**src/rtl/bitwise_logic_pipe.sv**
```systemverilog
// bitwise_logic_pipe
//   N-bit bitwise logic unit with a registered output. It performs six plain
//   bitwise ops and has an XOR-accumulate mode that keeps a running checksum.
//   Both sides use a valid/ready handshake. Latency is one cycle, and the unit
//   can accept one beat per cycle.
//
// Parameters
//   N   operand/result width (>= 1)
//   CW  width of the accumulate beat counter (>= 1)
//
// Ports
//   clk        rising-edge clock
//   rst_n      synchronous active-low reset
//   in_valid   operand beat valid
//   in_ready   beat can be accepted this cycle (combinational, no skid buffer)
//   op         operation select, sampled with the beat
//   a, b       operands
//   out_valid  result valid
//   out_ready  downstream accepts result
//   f          result
//   zero       f == 0 (registered alongside f)
//   par        XOR-reduce of f (registered alongside f)
//   cnt        beats folded into the accumulator since the last ACC_CLR
//
// Op codes
//   000 AND  001 OR  010 XOR  011 XNOR  100 NAND  101 NOR
//   110 ACC_XOR  acc <= acc^a^b, result = new acc
//   111 ACC_CLR  acc <= a^b,     result = a^b
module bitwise_logic_pipe #(
  parameter int N  = 16,
  parameter int CW = 8
) (
  input  logic          clk,
  input  logic          rst_n,
  input  logic          in_valid,
  output logic          in_ready,
  input  logic [2:0]    op,
  input  logic [N-1:0]  a,
  input  logic [N-1:0]  b,
  output logic          out_valid,
  input  logic          out_ready,
  output logic [N-1:0]  f,
  output logic          zero,
  output logic          par,
  output logic [CW-1:0] cnt
);

  localparam logic [2:0] OP_AND     = 3'b000;
  localparam logic [2:0] OP_OR      = 3'b001;
  localparam logic [2:0] OP_XOR     = 3'b010;
  localparam logic [2:0] OP_XNOR    = 3'b011;
  localparam logic [2:0] OP_NAND    = 3'b100;
  localparam logic [2:0] OP_NOR     = 3'b101;
  localparam logic [2:0] OP_ACC_XOR = 3'b110;
  localparam logic [2:0] OP_ACC_CLR = 3'b111;

  logic          out_valid_reg;
  logic [N-1:0]  f_reg;
  logic          zero_reg;
  logic          par_reg;
  logic [CW-1:0] cnt_reg;
  logic [CW-1:0] cnt_next;
  logic [N-1:0]  acc_reg;
  logic [N-1:0]  acc_next;
  logic [N-1:0]  result;
  logic          accept;
  logic          is_acc_op;

  // The output slot is free when it is empty or is being drained this cycle.
  assign in_ready  = !out_valid_reg || out_ready;
  assign accept    = in_valid && in_ready;
  assign is_acc_op = (op[2:1] == 2'b11);

  // Every op is carry-free, so the result is computed bit by bit.
  for (genvar gi = 0; gi < N; gi++) begin : g_bit
    logic res_bit;
    always_comb begin
      res_bit = 1'b0;
      case (op)
        OP_AND:     res_bit = a[gi] & b[gi];
        OP_OR:      res_bit = a[gi] | b[gi];
        OP_XOR:     res_bit = a[gi] ^ b[gi];
        OP_XNOR:    res_bit = ~(a[gi] ^ b[gi]);
        OP_NAND:    res_bit = ~(a[gi] & b[gi]);
        OP_NOR:     res_bit = ~(a[gi] | b[gi]);
        OP_ACC_XOR: res_bit = acc_reg[gi] ^ a[gi] ^ b[gi];
        OP_ACC_CLR: res_bit = a[gi] ^ b[gi];
        default:    res_bit = 1'b0;
      endcase
    end
    assign result[gi] = res_bit;
  end

  // For both accumulate ops, the new accumulator value equals the result.
  // The accumulator and counter move only on an accepted beat.
  always_comb begin
    acc_next = acc_reg;
    cnt_next = cnt_reg;
    if (accept && is_acc_op) begin
      acc_next = result;
      if (op == OP_ACC_CLR) begin
        cnt_next = CW'(1);
      end else if (cnt_reg != {CW{1'b1}}) begin
        cnt_next = cnt_reg + CW'(1);
      end
    end
  end

  always_ff @(posedge clk) begin
    if (!rst_n) begin
      out_valid_reg <= 1'b0;
      f_reg         <= '0;
      zero_reg      <= 1'b1;
      par_reg       <= 1'b0;
      cnt_reg       <= '0;
      acc_reg       <= '0;
    end else begin
      acc_reg <= acc_next;
      cnt_reg <= cnt_next;
      if (accept) begin
        out_valid_reg <= 1'b1;
        f_reg         <= result;
        zero_reg      <= ~|result;
        par_reg       <= ^result;
      end else if (out_ready) begin
        // Drained with no replacement. f and its flags keep their last value.
        out_valid_reg <= 1'b0;
      end
    end
  end

  assign out_valid = out_valid_reg;
  assign f         = f_reg;
  assign zero      = zero_reg;
  assign par       = par_reg;
  assign cnt       = cnt_reg;

endmodule

```
**config.mk**
```make
export PLATFORM = sky130hd
export DESIGN_NAME = bitwise_logic_pipe
export DESIGN_NICKNAME = d
export VERILOG_FILES = /design/src/rtl/bitwise_logic_pipe.sv
export SDC_FILE = /design/constraint.sdc
export NUM_CORES = 1
export LEC_CHECK = 0
export BUFFER_PORTS_ARGS = -buffer_cell sky130_fd_sc_hd__buf_2
export CORE_MARGIN = 2
export CORE_UTILIZATION = 56
export CTS_CLUSTER_DIAMETER = 60
export CTS_CLUSTER_SIZE = 25
export DETAILED_ROUTE_END_ITERATION = 10
export GPL_TIMING_DRIVEN = 0
export PLACE_DENSITY = 0.8
export SYNTH_ARGS = -nofsm -noshare
export SYNTH_HDL_FRONTEND = slang
export SYNTH_SLANG_ARGS = --single-unit
```
**constraint.sdc**
```tcl
create_clock -name clk -period 3.45 [get_ports clk]
set_clock_uncertainty 0.1 [all_clocks]
set_input_delay 0.69 -clock clk [delete_from_list [all_inputs] [get_ports clk]]
set_output_delay 0.69 -clock clk [all_outputs]
set_load 0.01 [all_outputs]
```
==> metrics.log <==
INFO  metric hp-class = reg2reg
INFO  metric nNetsFinal = 571
INFO  metric routed_wire_length_per_instance = ~16 um
INFO  metric sw_frac_of_total = about a third
INFO  metric crit_required = about 3.5 ns
INFO  metric cts.repair.resized = 0
INFO  metric p_clk_share = 23.4%
INFO  metric max-clock-path-buffers = 2
INFO  metric peakVddDrop = 0.2328 mV
INFO  metric postSynthNetCount = 500
INFO  metric net-switching-power = about 0.49 mW
INFO  metric power.density = ~340 nW/um2
INFO  metric postSynthAreaPerCell = 8.469 um2
INFO  metric worstSkewPairLatency = around 0.30 ns
INFO  metric synthesis.instances = 420
INFO  metric cts-hold-fix-buffers = 0
INFO  metric globalRoute.totalOverflow = 0
INFO  metric ys_seq_area_share = roughly 24%
INFO  metric syn_to_final_growth = 14.21%
INFO  metric level_count_of_the_clock_h_tree = 2
INFO  metric ys_warn_count = 0
INFO  metric ioPinCount = 67
INFO  metric initial_antenna_violation_count = 0
INFO  metric vias_per_cell = 5.810
INFO  metric drtPass1Iterations = 5
INFO  metric post_synthesis_instance_area = roughly 3600 um2
INFO  metric final_max_slew_viol_count = 0
INFO  metric mostFrequentLayoutCell = buf_2
INFO  metric layout_min_cycle_time = around 3.2 ns
INFO  metric worstPathMaxFanout = 10
INFO  metric cts.sinks = 43
INFO  metric finish_stage_setup_viols = 0
INFO  metric grt_pass1_wl = 14.96 mm
INFO  metric leak = between 1.5 and 2 nW
INFO  metric dominantRegCellSynth = dfxtp_1
INFO  metric rsz0062_at_grt = false
INFO  metric tightestPinTransition = about 0.58 ns
INFO  metric antenna_cells_inserted = 0
INFO  metric status = complete, no violations
INFO  metric area_of_the_core = about 6200 um2
INFO  metric ys_top_cells_by_area = dfxtp_1, ha_1, xnor2_1, a22oi_1, xor2_1
INFO  metric post_route_cells_drive_above_1_share = 21.34%
INFO  metric critical_path.endpoint_type = flop
INFO  metric place.port_buffers = 64
INFO  metric mostFrequentLayoutCells = buf_2, xnor2_1, dfxtp_1
INFO  metric finalHoldWorstSlack = between 0.3 and 0.4 ns
INFO  metric p_int = 0.9117 mW
INFO  metric grt_pass1_vias = 3190
INFO  metric vias = around 3300
INFO  metric cts.clk_slew.worst_paths = about 0.090 ns
INFO  metric area_share_of_the_leading_cell_type_in_the_synthesized_netlist = approximately a quarter
INFO  metric synthArstFlopShare = 0%
INFO  metric startpoint_type = primary input
INFO  metric ant_nets = 0
INFO  metric drc_violation_count_after_routing = 0
INFO  metric start_util = between 50% and 60%
INFO  metric maxCapViolations = 0
INFO  metric synth_area_leader_cell = dfxtp_1
INFO  metric gp_congestion = 0.8507
INFO  metric final_cycle_utilization_of_the_critical_path = between 90% and 100%
INFO  metric relSlewSlack = between 60 and 70%
INFO  metric hpwl = ~6.9 mm
INFO  metric detail_route.iter0.violations = roughly 260
INFO  metric number_of_synthesized_register_bits = 43
INFO  metric cts_inserted_buffers = 5
INFO  metric post-cts-setup-buffers = 0
INFO  metric dieHeight = between 80 and 90 um
INFO  metric grt_max_degree = 15
INFO  metric chipWidth = around 84 um
INFO  metric sequentialPowerShare = approximately two fifths
INFO  metric worstSetupPathType = in2reg
INFO  metric count_of_unique_library_cells_instantiated_by_yosys = 35
INFO  metric grt_use_total = a little over a quarter
INFO  metric cts_tree = yes
INFO  metric worst_ep_arrival_time = 3.23 ns
INFO  metric report.final.hold_viol_count = 0
INFO  metric rows = 29
INFO  metric routed_wirelength = 9.007 mm
INFO  metric number_of_enable_flip_flop_cells_after_synthesis = 0
INFO  metric fmaxAchievable = roughly 0.32 GHz
INFO  metric comb_power_share = between 30% and 40%
INFO  metric fill_cells = roughly 540
INFO  metric cts_root_buf = clkbuf_8
INFO  metric die_area = 7006 um2
INFO  metric timing.setup.tns = 0 ns
-- worst max-delay path, stage by stage --
cell and delay, ns:
buf_2 0.13, buf_2 0.18, nor2_1 0.48, buf_4 0.30
a22oi_1 0.10, a22oi_1 0.42, ha_1 0.33, xnor2_1 0.21
xnor2_1 0.16, xnor2_1 0.14, a21oi_1 0.08
-- power groups by stage --
| stage | logic, mW | clock network [mW] | registers (mW) |
|---|---|---|---|
| after floorplan | 0.359 | 0 | 0.571 |
| after global placement | 0.492 | 0 | 0.561 |
| after detailed placement | 0.516 | 0 | 0.562 |
| after CTS | 0.518 | 0.330 | 0.550 |
| after global routing | 0.579 | 0.347 | 0.554 |
| final | 0.520 | 0.327 | 0.551 |
-- metal layers --
layer,wire length [um],GRT usage [%]
met5,0,0
met4,231,9.824
met3,494,3.759
met2,4510,45.45
met1,3770,32.39
-- synthesized netlist by cell type, types with 2 or more instances --
library cell	n
o21ai_0	36
o211ai_1	16
or3b_2	16
and2_1	2
a22oi_1	32
inv_1	41
nand4_1	4
buf_2	10
clkbuf_1	16
buf_4	3
o31ai_1	3
xnor2_1	55
buf_6	2
ha_1	41
nand3_1	6
a21oi_1	41
xor2_1	27
nand2_1	4
nand2b_1	2
or4_1	4
nor2_1	2
dfxtp_1	43
o41ai_1	2
-- metrics by stage --
stage | std cells | power (mW) | utilization (%) | worst slack (ns) | area [um2]
after floorplan | 420 | 0.9295 | - | 0.7055 | 3557
after global placement | 561 | 1.054 | 63.67 | 0.1206 | 3974
after detailed placement | 561 | 1.077 | 63.67 | 0.03885 | 3974
after CTS | 569 | 1.399 | 65.10 | 0.3506 | 4063
after global routing | 569 | 1.480 | 65.10 | 0.1124 | 4063
final | 569 | 1.397 | 65.10 | 0.2875 | 4063
-- cell families (layout without fill, tap and decap cells) --
family | count (synthesis) | count (layout) | share of synthesized area [%]
AOI/OAI and AO/OA | 133 | 133 | 22.76
xor gates and xnor gates | 82 | 82 | 20.19
buffers and inverters | 72 | 144 | 8.688
and+or+nand+nor | 48 | 48 | 9.462
DFF | 43 | 43 | 24.20
adders and majority gates | 41 | 41 | 14.42
muxes | 1 | 1 | 0.2814
-- layout make-up --
type	instances	area (um2)	share of cell area [%]
flip-flops and latches	43	860.8	21.19
well taps	77	96.34	2.371
plain buffers	31	155.1	3.819
multi-input cells	305	2387	58.76
clock buffers	5	68.82	1.694
clock inverters	3	20.02	0.4928
inverters	41	153.9	3.788
repair buffers	64	320.3	7.884
-- path summary, 6_finish.rpt --
kind,slack (ns),to,depth (start not counted),from
setup / recovery,0.29,par,11,op[0]
hold reg to reg,0.39,cnt[7],2,cnt[7]
hold / removal,0.39,cnt[7],2,cnt[7]
setup reg to reg,1.45,par,7,acc_reg[1]
(Power assumes the default switching activity.)
